$ cat src/rtl/pipeline_ctrl_pkg.sv
// Shared encodings for the pipeline hazard/forwarding controller.
//   FWD_*  : EX operand source selects (ForwardA / ForwardB)
//   hz_state_t : hazard FSM state encoding (also exported on hz_state)
package pipeline_ctrl_pkg;

    localparam logic [1:0] FWD_NONE = 2'b00;  // operand from register file
    localparam logic [1:0] FWD_WB   = 2'b01;  // operand from MEM/WB result
    localparam logic [1:0] FWD_MEM  = 2'b10;  // operand from EX/MEM result

    typedef enum logic [1:0] {
        HZ_RUN   = 2'd0,
        HZ_STALL = 2'd1,
        HZ_FLUSH = 2'd2,
        HZ_RSVD  = 2'd3   // unused, recovers to HZ_RUN
    } hz_state_t;

endpackage

$ cat src/rtl/hazard_forward_ctrl_forward_select.sv
// forward_select: forwarding source select for a single EX operand.
// Ports:
//   i_src_reg            register read by the EX-stage instruction
//   i_ex_mem_rd/_wr      EX/MEM destination and write enable
//   i_mem_wb_rd/_wr      MEM/WB destination and write enable
//   o_fwd                FWD_MEM / FWD_WB / FWD_NONE
// The younger EX/MEM result wins when both stages match.
module forward_select
    import pipeline_ctrl_pkg::*;
#(
    parameter int REG_ADDR_W = 5
) (
    input  logic [REG_ADDR_W-1:0] i_src_reg,
    input  logic [REG_ADDR_W-1:0] i_ex_mem_rd,
    input  logic                  i_ex_mem_wr,
    input  logic [REG_ADDR_W-1:0] i_mem_wb_rd,
    input  logic                  i_mem_wb_wr,
    output logic [1:0]            o_fwd
);

    logic w_hit_mem;
    logic w_hit_wb;

    // Register 0 is hard-wired zero, so a write to it never forwards.
    assign w_hit_mem = i_ex_mem_wr && (i_ex_mem_rd != '0) && (i_ex_mem_rd == i_src_reg);
    assign w_hit_wb  = i_mem_wb_wr && (i_mem_wb_rd != '0) && (i_mem_wb_rd == i_src_reg);

    always_comb begin
        o_fwd = FWD_NONE;
        if (w_hit_mem) begin
            o_fwd = FWD_MEM;
        end else if (w_hit_wb) begin
            o_fwd = FWD_WB;
        end
    end

endmodule

$ cat src/rtl/hazard_forward_ctrl.sv
// hazard_forward_ctrl: load-use stall, branch flush and EX forwarding control
// for the 5-stage pipeline.
//
// Parameters: REG_ADDR_W (register address width), LOAD_LATENCY (bubbles per
// load-use hazard, 1..7), CNT_W (stall counter width, 2**CNT_W > LOAD_LATENCY).
//
// Ports:
//   clock, reset            pipeline clock, synchronous active-high reset
//   if_id_* / id_ex_*       hazard-detect operands
//   ex_mem_* / mem_wb_*     forwarding candidates
//   branch_taken            PCSrc resolved in MEM
//   PCWrite, IF_ID_Write    front-end hold (0 = hold)
//   stall_mux               zero ID/EX control bits (bubble)
//   flush_if_id/_id_ex/_ex_mem  stage squash strobes
//   ForwardA, ForwardB      EX operand source selects
//   hz_state                FSM state for the debug UART
//   stall_cycles, flush_events  saturating perf counters (HAZARD_PERF_EN only)
//
// Build option: define HAZARD_PERF_EN to add the performance counters.
//
// state    | meaning
// ---------+-----------------------------------------------------------
// HZ_RUN   | normal flow; detect load-use and taken branches
// HZ_STALL | extra load-use bubbles, r_cnt counts remaining ones
// HZ_FLUSH | one cycle squashing the wrong-path fetch of the branch cycle
module hazard_forward_ctrl
    import pipeline_ctrl_pkg::*;
#(
    parameter int REG_ADDR_W   = 5,
    parameter int LOAD_LATENCY = 1,
    parameter int CNT_W        = 3
) (
    input  logic                  clock,
    input  logic                  reset,
    input  logic [REG_ADDR_W-1:0] if_id_rs,
    input  logic [REG_ADDR_W-1:0] if_id_rt,
    input  logic                  if_id_uses_rt,
    input  logic                  id_ex_mem_read,
    input  logic [REG_ADDR_W-1:0] id_ex_rs,
    input  logic [REG_ADDR_W-1:0] id_ex_rt,
    input  logic [REG_ADDR_W-1:0] ex_mem_rd,
    input  logic                  ex_mem_reg_write,
    input  logic [REG_ADDR_W-1:0] mem_wb_rd,
    input  logic                  mem_wb_reg_write,
    input  logic                  branch_taken,
    output logic                  PCWrite,
    output logic                  IF_ID_Write,
    output logic                  stall_mux,
    output logic                  flush_if_id,
    output logic                  flush_id_ex,
    output logic                  flush_ex_mem,
    output logic [1:0]            ForwardA,
    output logic [1:0]            ForwardB,
`ifdef HAZARD_PERF_EN
    output logic [15:0]           stall_cycles,
    output logic [15:0]           flush_events,
`endif
    output logic [1:0]            hz_state
);

    hz_state_t        r_state;
    hz_state_t        w_state_nxt;
    logic [CNT_W-1:0] r_cnt;
    logic [CNT_W-1:0] w_cnt_nxt;
    logic             w_lu;
    logic [1:0]       w_fwd_a;
    logic [1:0]       w_fwd_b;

    assign w_lu = id_ex_mem_read && (id_ex_rt != '0) &&
                  ((id_ex_rt == if_id_rs) || (if_id_uses_rt && (id_ex_rt == if_id_rt)));

    always_ff @(posedge clock) begin
        if (reset) begin
            r_state <= HZ_RUN;
            r_cnt   <= '0;
        end else begin
            r_state <= w_state_nxt;
            r_cnt   <= w_cnt_nxt;
        end
    end

    always_comb begin
        w_state_nxt  = HZ_RUN;
        w_cnt_nxt    = '0;
        PCWrite      = 1'b1;
        IF_ID_Write  = 1'b1;
        stall_mux    = 1'b0;
        flush_if_id  = 1'b0;
        flush_id_ex  = 1'b0;
        flush_ex_mem = 1'b0;

        case (r_state)
            HZ_RUN: begin
                if (branch_taken) begin
                    flush_if_id  = 1'b1;
                    flush_id_ex  = 1'b1;
                    flush_ex_mem = 1'b1;
                    w_state_nxt  = HZ_FLUSH;
                end else if (w_lu) begin
                    PCWrite     = 1'b0;
                    IF_ID_Write = 1'b0;
                    stall_mux   = 1'b1;
                    // This cycle is the first bubble; STALL supplies the rest.
                    if (LOAD_LATENCY > 1) begin
                        w_state_nxt = HZ_STALL;
                        w_cnt_nxt   = CNT_W'(LOAD_LATENCY - 1);
                    end
                end
            end
            HZ_STALL: begin
                if (branch_taken) begin
                    flush_if_id  = 1'b1;
                    flush_id_ex  = 1'b1;
                    flush_ex_mem = 1'b1;
                    w_state_nxt  = HZ_FLUSH;
                end else begin
                    PCWrite     = 1'b0;
                    IF_ID_Write = 1'b0;
                    stall_mux   = 1'b1;
                    w_cnt_nxt   = r_cnt - CNT_W'(1);
                    w_state_nxt = (r_cnt == CNT_W'(1)) ? HZ_RUN : HZ_STALL;
                end
            end
            HZ_FLUSH: begin
                // Load-use is ignored here: the IF/ID contents are being squashed.
                if (branch_taken) begin
                    flush_if_id  = 1'b1;
                    flush_id_ex  = 1'b1;
                    flush_ex_mem = 1'b1;
                    w_state_nxt  = HZ_FLUSH;
                end else begin
                    flush_if_id = 1'b1;
                end
            end
            default: begin
                w_state_nxt = HZ_RUN;
            end
        endcase

        if (reset) begin
            w_state_nxt  = HZ_RUN;
            w_cnt_nxt    = '0;
            PCWrite      = 1'b1;
            IF_ID_Write  = 1'b1;
            stall_mux    = 1'b0;
            flush_if_id  = 1'b0;
            flush_id_ex  = 1'b0;
            flush_ex_mem = 1'b0;
        end
    end

    forward_select #(.REG_ADDR_W(REG_ADDR_W)) u_fwd_a (
        .i_src_reg   (id_ex_rs),
        .i_ex_mem_rd (ex_mem_rd),
        .i_ex_mem_wr (ex_mem_reg_write),
        .i_mem_wb_rd (mem_wb_rd),
        .i_mem_wb_wr (mem_wb_reg_write),
        .o_fwd       (w_fwd_a)
    );

    forward_select #(.REG_ADDR_W(REG_ADDR_W)) u_fwd_b (
        .i_src_reg   (id_ex_rt),
        .i_ex_mem_rd (ex_mem_rd),
        .i_ex_mem_wr (ex_mem_reg_write),
        .i_mem_wb_rd (mem_wb_rd),
        .i_mem_wb_wr (mem_wb_reg_write),
        .o_fwd       (w_fwd_b)
    );

    assign ForwardA = reset ? FWD_NONE : w_fwd_a;
    assign ForwardB = reset ? FWD_NONE : w_fwd_b;
    assign hz_state = reset ? HZ_RUN : r_state;

`ifdef HAZARD_PERF_EN
    logic [15:0] r_stall_cycles;
    logic [15:0] r_flush_events;
    logic        w_flush_entry;

    assign w_flush_entry = ((r_state == HZ_RUN) || (r_state == HZ_STALL)) &&
                           (w_state_nxt == HZ_FLUSH);

    always_ff @(posedge clock) begin
        if (reset) begin
            r_stall_cycles <= '0;
            r_flush_events <= '0;
        end else begin
            if (stall_mux && (r_stall_cycles != 16'hFFFF)) begin
                r_stall_cycles <= r_stall_cycles + 16'd1;
            end
            if (w_flush_entry && (r_flush_events != 16'hFFFF)) begin
                r_flush_events <= r_flush_events + 16'd1;
            end
        end
    end

    assign stall_cycles = r_stall_cycles;
    assign flush_events = r_flush_events;
`endif

endmodule

$ cat config.mk
export PLATFORM = sky130hd
export DESIGN_NAME = hazard_forward_ctrl
export DESIGN_NICKNAME = d
export VERILOG_FILES = /design/src/rtl/pipeline_ctrl_pkg.sv /design/src/rtl/hazard_forward_ctrl_forward_select.sv /design/src/rtl/hazard_forward_ctrl.sv
export SDC_FILE = /design/constraint.sdc
export NUM_CORES = 1
export LEC_CHECK = 0
export ABC_AREA = 1
export CAP_MARGIN = 40
export CORE_MARGIN = 1.5
export CORE_UTILIZATION = 33
export DETAILED_ROUTE_END_ITERATION = 8
export PLACE_DENSITY = 0.75
export SLEW_MARGIN = 20
export SYNTH_ARGS = -nofsm -noshare
export SYNTH_HDL_FRONTEND = slang
export SYNTH_SLANG_ARGS = --single-unit
$ cat constraint.sdc
create_clock -name clock -period 1.2 [get_ports clock]
set_clock_uncertainty 0.05 [all_clocks]
set_input_delay 0.24 -clock clock [delete_from_list [all_inputs] [get_ports clock]]
set_output_delay 0.24 -clock clock [all_outputs]
set_load 0.02 [all_outputs]
Word level (Yosys, flattened, before mapping) --
Index checks and enable logic that the tools add are counted.
Storage, ports and cells: logic and storage cells 56, output and inout bits 12, register bits after elaboration 5, bits of input ports 37
Operators by class: equal/unequal tests 9, bitwise gates (word level) 1, reduce and logical (&&, ||, !) cells 18, $add $sub $neg 1, multiplexer cells 25
Operator list (number):
- $eq A5 B5 Y1 | 6
- $reduce_bool A5 Y1 | 3
- $mux W1 | 14
- $mux W2 | 7
- $logic_and A1 B1 Y1 | 9
- $pmux W1 S2 | 3
- $reduce_or A3 Y1 | 2
- $pmux W2 S2 | 1
- $reduce_or A2 Y1 | 2
- $eq A3 B1 Y1 const B | 1
- $sub A3 B1 Y3 const B | 1
- $eq A2 B1 Y1 const B | 1
- $eq A2 B2 Y1 const B | 1
- $logic_not A2 Y1 | 1
- $logic_or A1 B1 Y1 | 1
- $not A1 Y1 | 1

Logic depth before layout (Yosys ltp) --
word-level depth 8, depth in mapped cells 9, mapped depth without buffers 8

Modules after synthesis --
Synthesis repeated with hierarchy kept, for this count alone.
Unflattened totals: cells, all modules 197, area, all modules 954.7 µm²
Modules (own cells, without submodules):
- hazard_forward_ctrl | instances 1, area an instance 511.7 µm², cells each 95
- forward_select | instances 2, area an instance 221.5 µm², cells each 51

Worst setup path before layout --
Ideal clock, no wire load.
path type in2out, start input id_ex_rt[1], end output PCWrite, setup slack -0.386 ns, stages 9, buffers on the path 2, data required time 0.910 ns, arrival time 1.296 ns, cells stage by stage buf_2 inv_2 nand2_1 nand2_1 nor2_1 nand3_1 nand2_1 a21oi_1 buf_4
On the way: longest elaborated chain between the ends 8, elaborated cells on any way between the ends 11, classes of those cells eq/ne (2); mux (4); reduce/logical (5)
Ends and longest elaborated chain:
- start: declaration | RTL line hazard_forward_ctrl.sv:40 | input logic [REG_ADDR_W-1:0] id_ex_rt,
- $eq A5 B5 Y1 | RTL line hazard_forward_ctrl.sv:70 | ((id_ex_rt == if_id_rs) || (if_id_uses_rt && (id_ex_rt == if_id_rt)));
- $logic_and A1 B1 Y1 | RTL line hazard_forward_ctrl.sv:70
- $logic_or A1 B1 Y1 | RTL line hazard_forward_ctrl.sv:70
- $logic_and A1 B1 Y1 * | RTL line hazard_forward_ctrl.sv:69 | assign w_lu = id_ex_mem_read && (id_ex_rt != '0) &&
- $mux W1 * (2 in series)
- $pmux W1 S2 *
- $mux W1 *
- end: declaration | RTL line hazard_forward_ctrl.sv:46 | output logic PCWrite,
Mark *: on every way between the ends. The rest lies on a longest branch, timed or not.

Final worst setup path --
start register r_state[1], end output flush_if_id
On the way: longest elaborated chain between the ends 4, elaborated cells on any way between the ends 6, classes of those cells eq/ne (2); mux (2); reduce/logical (2)
Ends and longest elaborated chain:
- start: declaration | RTL line hazard_forward_ctrl.sv:61 | hz_state_t r_state;
- start signal: assignment | RTL line hazard_forward_ctrl.sv:77 | r_state <= w_state_nxt;
- $eq A2 B1 Y1 or $logic_not A2 Y1 (tied branches) | RTL line hazard_forward_ctrl.sv:92 | case (r_state)
- $reduce_or A2 Y1 (no source line)
- $pmux W1 S2 * | RTL line hazard_forward_ctrl.sv:92
- $mux W1 * | RTL line hazard_forward_ctrl.sv:140 | if (reset) begin
- end: declaration | RTL line hazard_forward_ctrl.sv:49 | output logic flush_if_id,
Marked as above.

==> impl_metrics.json <==
{
  "outcome": "finished, violations left",
  "failed_checks": "negative setup slack",
  "root_buffer": "clkbuf_4",
  "internal-power_w": 0.000545,
  "num_vias": 1166,
  "tritoncts": "built",
  "maxCapViolations": 0,
  "seqPwrFrac_pct": 19.8,
  "synthTopCellsByCount": "nand2_1, inv_1, nor2_1, xnor2_1, nand3_1",
  "n_antenna_cell": 0,
  "clkTransAtPathRegs_ps": 50,
  "grt_usage_pct": 22.4,
  "pwr-share-clk_pct": 24.3,
  "clkSinkCount": 5,
  "synth_seq_cells": 5,
  "drive_gt1_share_pct": 52.1,
  "pin_count": 49,
  "grt_first_pass_wirelength_mm": 4.54,
  "regArea_sq_um": 105,
  "layout.nets": 259,
  "ys_async_sr_fraction_pct": 0,
  "die_area_sq_um": 2760,
  "leakage_nw": 0.908,
  "layout_setup_ws_ps": -331,
  "drt_wl_total_mm": 2.87,
  "synth.avg_cell_area_sq_um": 5.16,
  "synth_nets": 196,
  "gp_congestion": 0.798,
  "overflow": 0,
  "arrival_ps": 1240,
  "dp_hpwl_mm": 2.09,
  "yosysMostFrequentCell": "nand2_1",
  "clock_path_buffers": 2,
  "ir_drop_uv": 707,
  "cp-start-kind": "register",
  "synth_top_area_share_pct": 23.6,
  "route.antenna.remaining_nets": 0,
  "tightest_slew_ps": 212,
  "insertion_delay_ps": 260,
  "die_w_um": 52.6,
  "areaGrowthSynthToFinish_pct": 113,
  "synthFlopType": "dfxtp_1",
  "yosysWarningCount": 0,
  "synth_seq_area_share_pct": 12.3,
  "p_sw_share_pct": 36.1,
  "period_needed_ps": 1530,
  "wl_per_cell_um": 11.6,
  "hold_buffers": 0,
  "critPathKind": "register to primary output",
  "slew_viol_final": 0,
  "syn_inst": 157,
  "avgViaCountPerCell": 4.72,
  "finalSetupViolations": 12,
  "fin_util_pct": 76.0,
  "htree_num_levels": 1,
  "mappedNetlistArea_sq_um": 811,
  "rows": 17,
  "initial_core_util_pct": 35.6,
  "multi_input_area_sq_um": 816,
  "finalHoldViolations": 0,
  "crit_required_ps": 910,
  "core-area_sq_um": 2280,
  "place.port_buffers": 48,
  "path_max_fanout": 2,
  "fillers": 185,
  "ys_top_cells_by_area": "nand2_1, inv_1, xnor2_1, dfxtp_1, nor2_1",
  "maxSlewHeadroom_pct": 85.8,
  "design_power_total_w": 0.000853,
  "pwr-share-comb_pct": 55.9,
  "fin_crit_sh_pct": 128,
  "synth_edf_count": 0,
  "power.switching_w": 0.000308,
  "yosys.area.top_type": "nand2_1",
  "rsz0062_at_grt": "yes",
  "grt_max_degree": 8,
  "end_kind": "primary output",
  "numCtsBuffers": 3,
  "synthDistinctLibCells": 18,
  "drt_iter0_markers": 15,
  "min_path_type": "register to register",
  "antenna_found_initial": 0,
  "first_pass_iters": 4,
  "die_height_um": 52.6,
  "drc_errors": 0,
  "fmax_mhz": 653,
  "power.density_nw_per_um2": 493,
  "grt_pass1_vias": 1173
}
-- per-layer routing --
metal	up-vias	wire length (um)	GRT usage [%]
met5	-	0	0
met4	0	53	11.1
met3	6	190	5.14
met2	44	1530	41.7
met1	532	1100	23.0
li1	584	-	-
-- metrics by stage --
step	std cells	setup WS (ps)	hold slack [ps]	setup TNS [ps]	instance area [sq um]
6_report	247	-331	401	-2540	1730
5_1_grt	247	-383	437	-3220	1730
4_1_cts	245	-406	409	-2490	1530
3_5_place_dp	237	-1180	399	-12530	1410
3_3_place_gp	237	-1150	378	-12000	1410
2_1_floorplan	157	-120	351	-120	891
-- path summary, 6_finish.rpt --
path                                 start  slack [ps]           to  cells after the start
worst max-delay path            r_state[1]        -330  flush_if_id                      6
worst min-delay path              r_cnt[0]         400     r_cnt[0]                      1
worst max register to register  r_state[1]         140   r_state[1]                      6
worst min register to register    r_cnt[0]         400     r_cnt[0]                      1
-- registers in the layout, indices dropped and copies added, names as in the netlist --
register  cells
r_state       2
r_cnt         3
-- cells in the final DEF, fill, tap and decap left out, drive strengths merged --
cell type      count
nand3              8
o21ai              5
clkdlybuf4s50      1
buf               48
dlygate4sd2       12
a21oi              4
nand2             51
ha                 2
xnor2             12
xor2               2
dlymetal6s2s       2
nor2              23
clkbuf             4
nor3               5
or2                2
o211ai             1
inv               32
dfxtp              5
-- power groups by stage --
stage	clock network [W]	registers, W	logic [W]
6_report	0.000207	0.000169	0.000477
3_3_place_gp	0	0.000173	0.000365
5_1_grt	0.000229	0.000169	0.000519
3_5_place_dp	0	0.000173	0.000373
4_1_cts	0.000214	0.000170	0.000397
2_1_floorplan	0	0.000172	0.000181
-- final cells by class --
type / count / area share (%)
multi-input cells: 115 / 47.1
repair buffers: 63 / 35.6
inverters: 32 / 7.66
flip-flops and latches: 5 / 6.07
well taps: 28 / 2.02
clock buffers: 4 / 1.52
-- cells by family (layout without fill, tap and decap cells) --
logic type | after synthesis | in the layout | share of synthesized area [%]
and+or+nand+nor | 89 | 89 | 44.4
buffers and inverters | 37 | 99 | 18.5
adders and majority gates | 2 | 2 | 3.09
DFF | 5 | 5 | 12.3
AOI/OAI and AO/OA | 10 | 10 | 6.48
xor gates and xnor gates | 14 | 14 | 15.1
-- worst max-delay path, stage by stage (launching register included) --
cell and delay [ps]:
dfxtp_4 340, buf_4 140, inv_4 50, o21ai_2 60, buf_4 140, a21oi_2 110
buf_4 150
-- what timing repair did --
item | in CTS | in global routing
setup buffers | 4 | 3
setup endpoints to repair | 12 | 12
pin swaps | 44 | 32
endpoints found under the hold margin | 0 | 0
gates resized for setup | 217 | 61
No activity file was read; power rests on OpenSTA's default activity.
